--- src/rtl/rooth_pipe_stage_if.sv ---
// Handshake bundle for the rooth pipeline boundary register: upstream beat,
// downstream beat and occupancy, with the stage as slave.
interface rooth_pipe_stage_if #(
    parameter int DATA_WIDTH = 32
);
    logic                  in_valid_i;
    logic                  in_ready_o;
    logic [DATA_WIDTH-1:0] in_data_i;
    logic                  out_valid_o;
    logic                  out_ready_i;
    logic [DATA_WIDTH-1:0] out_data_o;
    logic [1:0]            count_o;

    modport slave (
        input  in_valid_i,
        input  in_data_i,
        input  out_ready_i,
        output in_ready_o,
        output out_valid_o,
        output out_data_o,
        output count_o
    );

    modport master (
        output in_valid_i,
        output in_data_i,
        output out_ready_i,
        input  in_ready_o,
        input  out_valid_o,
        input  out_data_o,
        input  count_o
    );
endinterface

--- src/rtl/rooth_pipe_stage.sv ---
// Generic valid/ready pipeline boundary register for the rooth core with an
// optional two-entry skid buffer and a synchronous flush to a bubble pattern.
module rooth_pipe_stage #(
    parameter int                    DATA_WIDTH = 32,
    parameter logic [DATA_WIDTH-1:0] BUBBLE_VAL = {DATA_WIDTH{1'b0}},
    parameter bit                    SKID_EN    = 1'b1
) (
    input  logic             clk,
    input  logic             rst_n,
    input  logic             flush_i,
    rooth_pipe_stage_if.slave bus
);

    // Encoding mirrors {m_valid, s_valid} so the valid bits fall out of the state.
    typedef enum logic [1:0] {
        ST_EMPTY = 2'b00,
        ST_ONE   = 2'b10,
        ST_TWO   = 2'b11
    } state_e;

    state_e                state_r;
    state_e                state_s;
    logic [DATA_WIDTH-1:0] m_data_r;
    logic [DATA_WIDTH-1:0] m_data_s;
    logic [DATA_WIDTH-1:0] s_data_r;
    logic [DATA_WIDTH-1:0] s_data_s;
    logic [1:0]            count_r;
    logic [1:0]            count_s;
    logic                  m_valid_s;
    logic                  s_valid_s;
    logic                  in_ready_s;
    logic                  in_fire_s;
    logic                  out_fire_s;

    assign m_valid_s  = (state_r != ST_EMPTY);
    assign s_valid_s  = (state_r == ST_TWO);
    assign in_fire_s  = bus.in_valid_i & in_ready_s;
    assign out_fire_s = m_valid_s & bus.out_ready_i;

    // Upstream ready: registered-only with the skid buffer, pass-through without.
    always_comb begin
        in_ready_s = 1'b0;
        if (SKID_EN) begin
            in_ready_s = ~s_valid_s;
        end else begin
            in_ready_s = ~m_valid_s | bus.out_ready_i;
        end
    end

    // Next-state and next-data selection; flush overrides every transition.
    always_comb begin
        state_s  = state_r;
        m_data_s = m_data_r;
        s_data_s = s_data_r;
        if (flush_i) begin
            state_s  = ST_EMPTY;
            m_data_s = BUBBLE_VAL;
            s_data_s = BUBBLE_VAL;
        end else begin
            case (state_r)
                ST_EMPTY: begin
                    if (in_fire_s) begin
                        state_s  = ST_ONE;
                        m_data_s = bus.in_data_i;
                    end else begin
                        state_s = ST_EMPTY;
                    end
                end
                ST_ONE: begin
                    if (in_fire_s && out_fire_s) begin
                        state_s  = ST_ONE;
                        m_data_s = bus.in_data_i;
                    end else if (out_fire_s) begin
                        state_s  = ST_EMPTY;
                        m_data_s = BUBBLE_VAL;
                    end else if (in_fire_s && SKID_EN) begin
                        state_s  = ST_TWO;
                        s_data_s = bus.in_data_i;
                    end else begin
                        state_s = ST_ONE;
                    end
                end
                ST_TWO: begin
                    // Skid entry moves forward; ready recovers on the following cycle.
                    if (out_fire_s) begin
                        state_s  = ST_ONE;
                        m_data_s = s_data_r;
                        s_data_s = BUBBLE_VAL;
                    end else begin
                        state_s = ST_TWO;
                    end
                end
                default: begin
                    state_s  = ST_EMPTY;
                    m_data_s = BUBBLE_VAL;
                    s_data_s = BUBBLE_VAL;
                end
            endcase
        end
    end

    // Occupancy of the next state, registered alongside the entries.
    always_comb begin
        count_s = 2'd0;
        case (state_s)
            ST_EMPTY: count_s = 2'd0;
            ST_ONE:   count_s = 2'd1;
            ST_TWO:   count_s = 2'd2;
            default:  count_s = 2'd0;
        endcase
    end

    // State, payload and occupancy registers.
    always_ff @(posedge clk or negedge rst_n) begin
        if (!rst_n) begin
            state_r  <= ST_EMPTY;
            m_data_r <= BUBBLE_VAL;
            s_data_r <= BUBBLE_VAL;
            count_r  <= 2'd0;
        end else begin
            state_r  <= state_s;
            m_data_r <= m_data_s;
            s_data_r <= s_data_s;
            count_r  <= count_s;
        end
    end

    assign bus.in_ready_o  = in_ready_s;
    assign bus.out_valid_o = m_valid_s;
    assign bus.out_data_o  = m_data_r;
    assign bus.count_o     = count_r;

endmodule

--- src/flat_wrapper.sv ---
// flat-port wrapper written by rule: the top's interface ports become plain ports
module rooth_pipe_stage_flat 
#(
    parameter int                    DATA_WIDTH = 32,
    parameter logic [DATA_WIDTH-1:0] BUBBLE_VAL = {DATA_WIDTH{1'b0}},
    parameter bit                    SKID_EN    = 1'b1
)
  (clk, rst_n, flush_i, bus_in_valid_i, bus_in_data_i, bus_out_ready_i, bus_in_ready_o, bus_out_valid_o, bus_out_data_o, bus_count_o);
  rooth_pipe_stage_if #(.DATA_WIDTH(DATA_WIDTH)) bus_i ();
  input  logic clk;
  input  logic rst_n;
  input  logic flush_i;
  input wire logic [$bits(bus_i.in_valid_i)-1:0] bus_in_valid_i;
  input wire logic [$bits(bus_i.in_data_i)-1:0] bus_in_data_i;
  input wire logic [$bits(bus_i.out_ready_i)-1:0] bus_out_ready_i;
  output wire logic [$bits(bus_i.in_ready_o)-1:0] bus_in_ready_o;
  output wire logic [$bits(bus_i.out_valid_o)-1:0] bus_out_valid_o;
  output wire logic [$bits(bus_i.out_data_o)-1:0] bus_out_data_o;
  output wire logic [$bits(bus_i.count_o)-1:0] bus_count_o;
  assign bus_i.in_valid_i = bus_in_valid_i;
  assign bus_i.in_data_i = bus_in_data_i;
  assign bus_i.out_ready_i = bus_out_ready_i;
  assign bus_in_ready_o = bus_i.in_ready_o;
  assign bus_out_valid_o = bus_i.out_valid_o;
  assign bus_out_data_o = bus_i.out_data_o;
  assign bus_count_o = bus_i.count_o;
  rooth_pipe_stage #(.DATA_WIDTH(DATA_WIDTH), .BUBBLE_VAL(BUBBLE_VAL), .SKID_EN(SKID_EN)) u_core (.clk(clk), .rst_n(rst_n), .flush_i(flush_i), .bus(bus_i));
endmodule
--- config.mk ---
export PLATFORM = sky130hd
export DESIGN_NAME = rooth_pipe_stage_flat
export DESIGN_NICKNAME = d
export VERILOG_FILES = /design/src/rtl/rooth_pipe_stage_if.sv /design/src/rtl/rooth_pipe_stage.sv /design/src/flat_wrapper.sv
export SDC_FILE = /design/constraint.sdc
export NUM_CORES = 1
export LEC_CHECK = 0
export CAP_MARGIN = 20
export CORE_ASPECT_RATIO = 0.5
export CORE_MARGIN = 8
export CORE_UTILIZATION = 35
export DETAILED_ROUTE_END_ITERATION = 10
export MAX_ROUTING_LAYER = met4
export SKIP_LAST_GASP = 1
export SLEW_MARGIN = 20
export SYNTH_ARGS = -nofsm -noshare
export SYNTH_HDL_FRONTEND = slang
export SYNTH_SLANG_ARGS = --single-unit
--- constraint.sdc ---
create_clock -name clk -period 2.34 [get_ports clk]
set_input_delay 0.702 -clock clk [delete_from_list [all_inputs] [get_ports clk]]
set_output_delay 0.702 -clock clk [all_outputs]
set_load 0.03 [all_outputs]
==> results of run 1 <==
==> area by class of cell <==
type | count | area, sq um
Tap cell | 117 | 146.4
Timing Repair Buffer | 86 | 897.1
Multi-Input combinational cell | 147 | 1159
Inverter | 35 | 131.4
Sequential cell | 68 | 1702
Fill cell | 771 | 4324
Clock inverter | 1 | 5.005
Clock buffer | 14 | 284.0
==> power groups by stage <==
| stage | clock network (mW) | registers (mW) | logic (mW) |
|---|---|---|---|
| 5_1_grt | 1.36 | 1.29 | 0.524 |
| 4_1_cts | 1.32 | 1.28 | 0.493 |
| 2_1_floorplan | 0 | 1.36 | 0.180 |
| 3_3_place_gp | 0 | 1.29 | 0.487 |
| 3_5_place_dp | 0 | 1.30 | 0.492 |
| 6_report | 1.29 | 1.28 | 0.487 |
==> through the flow <==
stage	cells	power, mW	cell area [sq um]	hold WS [ps]
finish	468	3.050	4324	398.0
global route	468	3.172	4324	415.1
CTS	468	3.092	4322	410.2
detailed placement	453	1.788	4034	472.8
global placement	453	1.782	4034	475.1
floorplan	274	1.542	3103	406.4
==> per-layer routing <==
metal | global-route usage (%) | up-vias
met1 | 17.33 | 1248
met2 | 23.00 | 55
li1 | - | 1131
met4 | 4.995 | 0
met3 | 3.970 | 7
met5 | - | -
==> flip-flops by register name (all words and copies together), names as in the netlist <==
name,count
u_core.bus.count_o,2
u_core.bus.out_data_o,32
u_core.s_data_r,32
u_core.state_r,2
==> cells by family (layout without fill, tap and decap cells) <==
kind of cell	count (synthesis)	after routing	share of synthesized area (%)
compound gates	71	71	20.12
simple gates	44	44	6.452
flops	68	68	54.84
mux	32	32	10.32
buf+inv	59	136	8.266
==> cell usage in the layout, fill, tap and decap left out <==
cell type	n
a211oi_1	1
a211oi_4	1
a21bo_2	1
a21o_1	1
a21oi_1	1
a21oi_4	1
a32oi_1	32
and2_1	1
and4bb_1	1
buf_12	6
buf_2	1
buf_4	8
clkbuf_1	1
clkbuf_16	9
clkbuf_8	4
clkdlybuf4s50_1	69
clkinv_2	1
dfrtp_1	68
dlygate4sd2_1	1
dlymetal6s2s_1	1
inv_1	35
mux2i_1	32
nand2_1	34
nand2b_1	1
nor2_1	1
nor3_1	2
nor3b_4	1
o21ai_0	1
o2bb2ai_1	32
or2_2	1
or3_1	1
or3b_1	1
==> final timing paths <==
| path | from | to | slack (ps) | cells past startpoint |
|---|---|---|---|---|
| setup / recovery | u_core.bus.out_data_o[18]$_DFFE_PN0P_ | bus_out_data_o[18] | 230 | 1 |
| max in group asynchronous | rst_n | u_core.bus.count_o[1]$_DFF_PN0_ | 1650 | 2 |
| hold / removal | rst_n | u_core.bus.out_data_o[25]$_DFFE_PN0P_ | 400 | 2 |
| hold reg to reg | u_core.bus.out_data_o[26]$_DFFE_PN0P_ | u_core.bus.out_data_o[26]$_DFFE_PN0P_ | 490 | 1 |
| min in group clk | u_core.bus.out_data_o[26]$_DFFE_PN0P_ | u_core.bus.out_data_o[26]$_DFFE_PN0P_ | 490 | 1 |
| setup reg to reg | u_core.state_r[1]$_DFF_PN0_ | u_core.s_data_r[5]$_DFFE_PN0P_ | 670 | 5 |
==> reports/qor.txt, run 1 <==
cts hold-fix bufs: 0
Yosys cell types: 26
initial core utilization: 35.88%
fin. max-slew vios: 0
row cnt: 24
setup violators final: 0
crit path max fanout: 2
kind of critical path: register to primary output
Synth Warn #: 0
Synth Net Count: 311
Clock Path Buffers: 2
clk_lat worst skew: 320 ps
DRT antenna net count: 0
post-synth top area share: 54.84%
H-tree levels: 3
final core utilization: 50.00%
RSZ-0062 raised after global routing: no
Worst Skew: 3.945 ps
Post-Syn Instances: 274
initial antenna violation count: 0
final WL: 8197 microns
min cycle time layout: 2108 ps
Post-synth top flop: dfrtp_1
Logic pwr share: 16.0%
Mean Syn Cell Area: 11.32 sq um
die area: 12,320 sq um
Setup Buffers After CTS: 0
Worst path slowest cell: clkdlybuf4s50_1
PostCTS Resize Cnt: 1
post-synthesis sequential area ratio: 54.84%
Reg power frac: 41.9%
top-count cell post-synth: dfrtp_1
Metal-1 WL: 3846 microns
Placeable Area: 8648 sq um
total congestion overflow: 0
delay of the slowest critical-path stage: 690 ps
register bit count reported by yosys: 68
DR WL met2: 3901 microns
synth cell count leaders: dfrtp_1 (68), inv_1 (35), nand2_1 (34)
Pint: 2.290 mW
relative slew slack: 54.44%
post-detail-place hpwl: 5239 microns
CP required: 1640 ps
n_diodes: 0
top sig layer: met4
Max-Cap Viols: 0
crit share post-route: 90.08%
final setup TNS: 0 ps
Final WS setup: 232.1 ps
vias in the first global route: 2,571
post-DR wirelength/cell: 17.51 microns
Clock transition at path regs: 50 ps
asr flop ratio synth: 100.0%
Clk network pwr share: 42.1%
Power Dens Cells: 705.4 nW/um^2
switching power: 0.7608 mW
Via Count: 2,441
number of enable flip-flop cells after synthesis: 0
Hold WC Path Type: input pin to async pin
critical-path cell list: clkdlybuf4s50_1
root buffer cell: clkbuf_16
nets: 384
IO Count: 73
switch share: 24.94%
critical path startpoint category: register
first-pass GRT wire length: 13,430 microns
Worst-Margin Slew: 683.4 ps
clk sink count: 68
Max VDD drop: 0.3606 mV
leakage power: 1.825 nW
post-synth top area cell: dfrtp_1
final estimated routing congestion in global placement: 0.7523
DRC: 0
status: finished, final reports clean
Fin. Hold Viols: 0
Setup WS pre-CTS: -7.566 ps
Port Buffers: 72
All-Layer GR Usage: 14.33%
TritonCTS Buffers: 9
initial DRC count: 107
largest net degree at the start of global routing: 69
Fmax achieved: 0.4744 GHz
Synth area leaders: dfrtp_1 (55%), mux2i_1 (10%), a32oi_1 (9.0%)
met3 wire length: 357 microns
Arrival @ worst endpoint: 1410 ps
Die X: 149.2 microns
layout cells sized above 1: 9.687%
CP bufs+invs: 1
cell area after synthesis: 3103 sq um
Avg Vias per Cell: 5.216
CP Capture Type: primary output
Die Y: 82.58 microns
cell family with most CP delay: buffers and inverters
area grow syn2layout: 39.35%
drt pass-1 iters: 4
CTS tree: done
(Power assumes the default switching activity.)
==> run 2, diff against run 1 <==
--- a/config.mk
+++ b/config.mk
@@ -8,7 +8,7 @@
 export CAP_MARGIN = 20
 export CORE_ASPECT_RATIO = 0.5
 export CORE_MARGIN = 8
-export CORE_UTILIZATION = 35
+export CORE_UTILIZATION = 25
 export DETAILED_ROUTE_END_ITERATION = 10
 export MAX_ROUTING_LAYER = met4
 export SKIP_LAST_GASP = 1
==> run 2 against run 1 <==
First-iteration DRC count up 36%. Register-to-register slack about the same. Wire length up 5.9%. Largest cell class unchanged.
==> reports/qor.txt, run 2 (same netlist as run 1, synthesis figures left out) <==
status: finished, final reports clean
Port Buffers: 72 (unchanged)
Die Y: 94.78 microns (+15%)
TritonCTS Buffers: 9 (unchanged)
critical path startpoint category: register
Max-Cap Viols: 0 (unchanged)
setup violators final: 0 (unchanged)
Worst-Margin Slew: 742.3 ps (+58.97 ps)
crit share post-route: 98.25% (+8.2 points)
Max VDD drop: 0.3788 mV (+5.0%)
largest net degree at the start of global routing: 33 (-52%)
PostCTS Resize Cnt: 1 (unchanged)
fin cells: 520 (+11%)
layout cells sized above 1: 10.99% (+1.3 points)
nets: 387 (+0.78%)
initial antenna violation count: 0 (unchanged)
kind of critical path: register to primary output
most common cell after layout, fill and taps aside: clkdlybuf4s50_1
Inst Count DP: 504 (+11%)
final WL: 8680 microns (+5.9%)
Power Dens Cells: 748.6 nW/um^2 (+6.1%)
IO Count: 73 (unchanged)
commonest cells after routing, fill and taps aside: clkdlybuf4s50_1 (70), dfrtp_1 (68), inv_1 (35)
Setup Buffers After CTS: 0 (unchanged)
fin. max-slew vios: 0 (unchanged)
Placeable Area: 11,950 sq um (+38%)
first-pass GRT wire length: 14,100 microns (+5.0%)
post-detail-place hpwl: 5795 microns (+11%)
n_diodes: 0 (unchanged)
Fmax achieved: 0.4350 GHz (-8.3%)
Clock Path Buffers: 2 (unchanged)
CP Capture Type: primary output
clk sink count: 68 (unchanged)
CP required: 1640 ps (about the same)
H-tree levels: 3 (unchanged)
row cnt: 28 (+17%)
area grow syn2layout: 43.91%
post-DR wirelength/cell: 16.69 microns (-4.7%)
Design Area, Final: 4466 sq um (+3.3%)
Arrival @ worst endpoint: 1600 ps (+190 ps)
initial DRC count: 145 (+36%)
cts hold-fix bufs: 0 (unchanged)
relative slew slack: 50.51% (-3.9 points)
RSZ-0062 raised after global routing: no
All-Layer GR Usage: 11.02% (-3.3 points)
min cycle time layout: 2299 ps (+191.2 ps)
vias in the first global route: 2,586 (+0.58%)
drt pass-1 iters: 6 (+2)
Via Count: 2,413 (-1.1%)
final estimated routing congestion in global placement: 0.6964 (-7.4%)
total congestion overflow: 0 (unchanged)
CTS tree: done
DRC: 0 (unchanged)
leakage power: 1.851 nW (+1.4%)
placed inst area: 4116 sq um (+2.0%)
initial core utilization: 25.97% (-9.9 points)
Fin. Hold Viols: 0 (unchanged)
DRT antenna net count: 0 (unchanged)
Avg Vias per Cell: 4.640 (-11%)
clk_lat worst skew: 320 ps (about the same)
die area: 16,450 sq um (+34%)
Worst Skew: 5.259 ps (+1.314 ps)
Clock transition at path regs: 60 ps (about the same)
crit path max fanout: 3 (+1)
Hold WC Path Type: input pin to async pin
root buffer cell: clkbuf_16
Die X: 173.6 microns (+16%)
## run 2: layer usage
layer  track usage [%]  routed length, microns
met3             2.469                     275
met5                 -                       0
met2             19.26                    4467
met4             3.564                     112
met1             12.57                    3824
## run 2: worst paths after layout
kind | end | cells past startpoint | from | slack, ps
min reg2reg | u_core.bus.out_data_o[20]$_DFFE_PN0P_ | 1 | u_core.bus.out_data_o[20]$_DFFE_PN0P_ | 480
max | bus_out_valid_o | 2 | u_core.state_r[1]$_DFF_PN0_ | 40
max reg2reg | u_core.bus.out_data_o[8]$_DFFE_PN0P_ | 4 | u_core.state_r[1]$_DFF_PN0_ | 660
min in group clk | u_core.bus.out_data_o[20]$_DFFE_PN0P_ | 1 | u_core.bus.out_data_o[20]$_DFFE_PN0P_ | 480
max in group asynchronous | u_core.bus.out_data_o[9]$_DFFE_PN0P_ | 2 | rst_n | 1370
min | u_core.s_data_r[25]$_DFFE_PN0P_ | 1 | rst_n | 330
## run 2: critical path: stages (launching register included)
cell	delay, ps
dfrtp_1	380
or2_2	300
clkdlybuf4s50_1	600
## run 2: area by class of cell
cell class	count	area (sq um)
Clock buffer	10	239.0
Clock inverter	6	111.4
Fill cell	1142	7481
Inverter	35	131.4
Multi-Input combinational cell	147	1159
Sequential cell	68	1702
Tap cell	165	206.4
Timing Repair Buffer	89	917.1
## run 2: stage by stage
stage	setup slack (ps)	setup TNS (ps)	util [%]	total power, mW	hold slack (ps)
finish	40.89	0	37.38	3.343	332.2
floorplan	403.5	0	-	1.542	406.4
CTS	19.27	0	37.38	3.374	338.5
global placement	-9.035	-13.33	34.46	1.794	473.3
detailed placement	-36.59	-202.8	34.46	1.797	472.4
global route	8.171	0	37.38	3.472	353.2
## run 2: power by group
part | switching [mW] | total (mW) | internal [mW]
Clock | 0.504 | 1.57 | 1.07
Sequential | 0.0361 | 1.28 | 1.24
Combinational | 0.267 | 0.494 | 0.227
Total | 0.807 | 3.34 | 2.54
==> run 3, diff against run 2 <==
--- a/config.mk
+++ b/config.mk
@@ -11,6 +11,7 @@
 export CORE_UTILIZATION = 25
 export DETAILED_ROUTE_END_ITERATION = 10
 export MAX_ROUTING_LAYER = met4
+export SETUP_SLACK_MARGIN = 0.15
 export SKIP_LAST_GASP = 1
 export SLEW_MARGIN = 20
 export SYNTH_ARGS = -nofsm -noshare
==> run 3 against run 2 <==
Cell area is essentially flat. Die area unchanged. First-iteration DRC count unchanged. Clock skew hardly changed. Power hardly changed. Critical path depth decreased by 1. Non-clock buffer count unchanged. Sequential power about the same. Critical path type unchanged. Largest cell class unchanged.
==> reports/qor.txt, run 3 (same netlist as run 1, synthesis figures left out) <==
final hold slack: 332.2 ps (unchanged)
nets: 387 (unchanged)
final WL: 8679 microns (about the same)
Fin. Hold Viols: 0 (unchanged)
Port Buffers: 72 (unchanged)
Placeable Area: 11,950 sq um (unchanged)
total congestion overflow: 0 (unchanged)
Inst Count DP: 504 (unchanged)
CP bufs+invs: 1 (unchanged)
crit share post-route: 89.70% (-8.6 points)
Power Dens Cells: 748.6 nW/um^2 (about the same)
Worst Reg-to-Reg Cells: 4 (unchanged)
Arrival @ worst endpoint: 1400 ps (-200 ps)
drt pass-1 iters: 6 (unchanged)
DRC: 0 (unchanged)
leakage power: 1.854 nW (+0.15%)
delay of the slowest critical-path stage: 690 ps (+90 ps)
initial antenna violation count: 0 (unchanged)
relative slew slack: 50.51% (about the same)
total power: 3.342 mW (about the same)
Hold WC Path Type: input pin to async pin
Clock transition at path regs: 60 ps (about the same)
Via Count: 2,413 (unchanged)
clk_lat worst skew: 320 ps (about the same)
Die Y: 94.78 microns (unchanged)
commonest cells after routing, fill and taps aside: clkdlybuf4s50_1 (69), dfrtp_1 (68), inv_1 (35)
CP Capture Type: primary output
Worst-Margin Slew: 742.4 ps (+0.02825 ps)
Max-Cap Viols: 0 (unchanged)
post-DR wirelength/cell: 16.69 microns (about the same)
most common cell after layout, fill and taps aside: clkdlybuf4s50_1
reg2reg end: u_core.bus.out_data_o[8]$_DFFE_PN0P_
CP Depth: 1 (-1)
All-Layer GR Usage: 11.02% (unchanged)
Max VDD drop: 0.3788 mV (about the same)
Setup Buffers After CTS: 0 (unchanged)
area grow syn2layout: 43.87% (about the same)
end of the critical path: bus_out_data_o[28]
min cycle time layout: 2099 ps (-200.1 ps)
Die X: 173.6 microns (unchanged)
row cnt: 28 (unchanged)
fin. max-slew vios: 0 (unchanged)
fin cells: 520 (unchanged)
kind of critical path: register to primary output
DRT antenna net count: 0 (unchanged)
CP required: 1640 ps (about the same)
critical-path cell list: clkdlybuf4s50_1
critical path startpoint category: register
layout cells sized above 1: 10.99% (unchanged)
Fmax achieved: 0.4764 GHz (+9.5%)
flop2flop setup slack: 660 ps (about the same)
vias in the first global route: 2,586 (unchanged)
register area: 1702 sq um (unchanged)
worst r2r src: u_core.state_r[1]$_DFF_PN0_
initial core utilization: 25.97% (unchanged)
cell family with most CP delay: buffers and inverters
final core utilization: 37.37% (about the same)
final estimated routing congestion in global placement: 0.6964 (unchanged)
n_diodes: 0 (unchanged)
RSZ-0062 raised after global routing: no
status: finished, final reports clean
root buffer cell: clkbuf_16
clk sink count: 68 (unchanged)
post-detail-place hpwl: 5795 microns (unchanged)
IO Count: 73 (unchanged)
TritonCTS Buffers: 9 (unchanged)
H-tree levels: 3 (unchanged)
footprint of the multi-input gates: 1159 sq um (unchanged)
largest net degree at the start of global routing: 33 (unchanged)
Worst path slowest cell: clkdlybuf4s50_1
first-pass GRT wire length: 14,100 microns (unchanged)
cts hold-fix bufs: 0 (unchanged)
die area: 16,450 sq um (unchanged)
CTS tree: done
crit path launch: u_core.bus.out_data_o[28]$_DFFE_PN0P_
setup violators final: 0 (unchanged)
Worst Skew: 5.266 ps (+0.007550 ps)
PostCTS Resize Cnt: 2 (+1)
crit path max fanout: 2 (-1)
initial DRC count: 145 (unchanged)
Avg Vias per Cell: 4.640 (unchanged)
Clock Path Buffers: 2 (unchanged)
fill count: 1,142 (unchanged)
==> run 3: changes by cell type in the layout (fill, tap and decap cells not counted) <==
| cell | change |
|---|---|
| dlygate4sd2_1 | +1 |
| clkdlybuf4s50_1 | -1 |
==> run 3: power breakdown <==
| part | internal (mW) | switching, mW |
|---|---|---|
| logic | 0.226 | 0.267 |
| clock network | 1.07 | 0.504 |
| registers | 1.24 | 0.0361 |
==> run 3: per-stage QoR <==
stage / setup slack (ps) / TNS [ps] / cell area (sq um)
floorplan: 403.5 / 0 / 3103
global placement: -9.035 / -13.33 / 4116
detailed placement: -36.59 / -202.8 / 4116
CTS: 228.5 / 0 / 4464
global route: 200.9 / 0 / 4464
finish: 241.0 / 0 / 4464
==> run 3: final cells by class <==
class | count | share of cell area (%)
Clock buffer | 10 | 5.353
Clock inverter | 6 | 2.494
Inverter | 35 | 2.943
Multi-Input combinational cell | 147 | 25.95
Sequential cell | 68 | 38.12
Tap cell | 165 | 4.624
Timing Repair Buffer | 89 | 20.52
==> run 3: worst min path at each step <==
stage                                                        to  slack, ps  cells after the start
after floorplan                 u_core.bus.count_o[0]$_DFF_PN0_        410                      0
final                           u_core.s_data_r[25]$_DFFE_PN0P_        330                      1
after CTS                       u_core.s_data_r[23]$_DFFE_PN0P_        340                      1
after global routing            u_core.s_data_r[29]$_DFFE_PN0P_        350                      1
after global placement    u_core.bus.out_data_o[24]$_DFFE_PN0P_        470                      1
after detailed placement  u_core.bus.out_data_o[20]$_DFFE_PN0P_        470                      1
==> run 3: worst reg2reg max path, cell delays in order (launching register included) <==
cell	delay, ps
dfrtp_1	380
buf_4	160
a21bo_2	680
a32oi_1	210
o2bb2ai_1	170
==> run 3: routing by layer <==
metal	global-route usage [%]	share of wire [%]	vias to the layer above
met4	3.564	1.3	0
met3	2.469	3.2	8
met5	-	0	-
met1	12.57	44	1225
li1	-	-	1140
met2	19.26	51	40
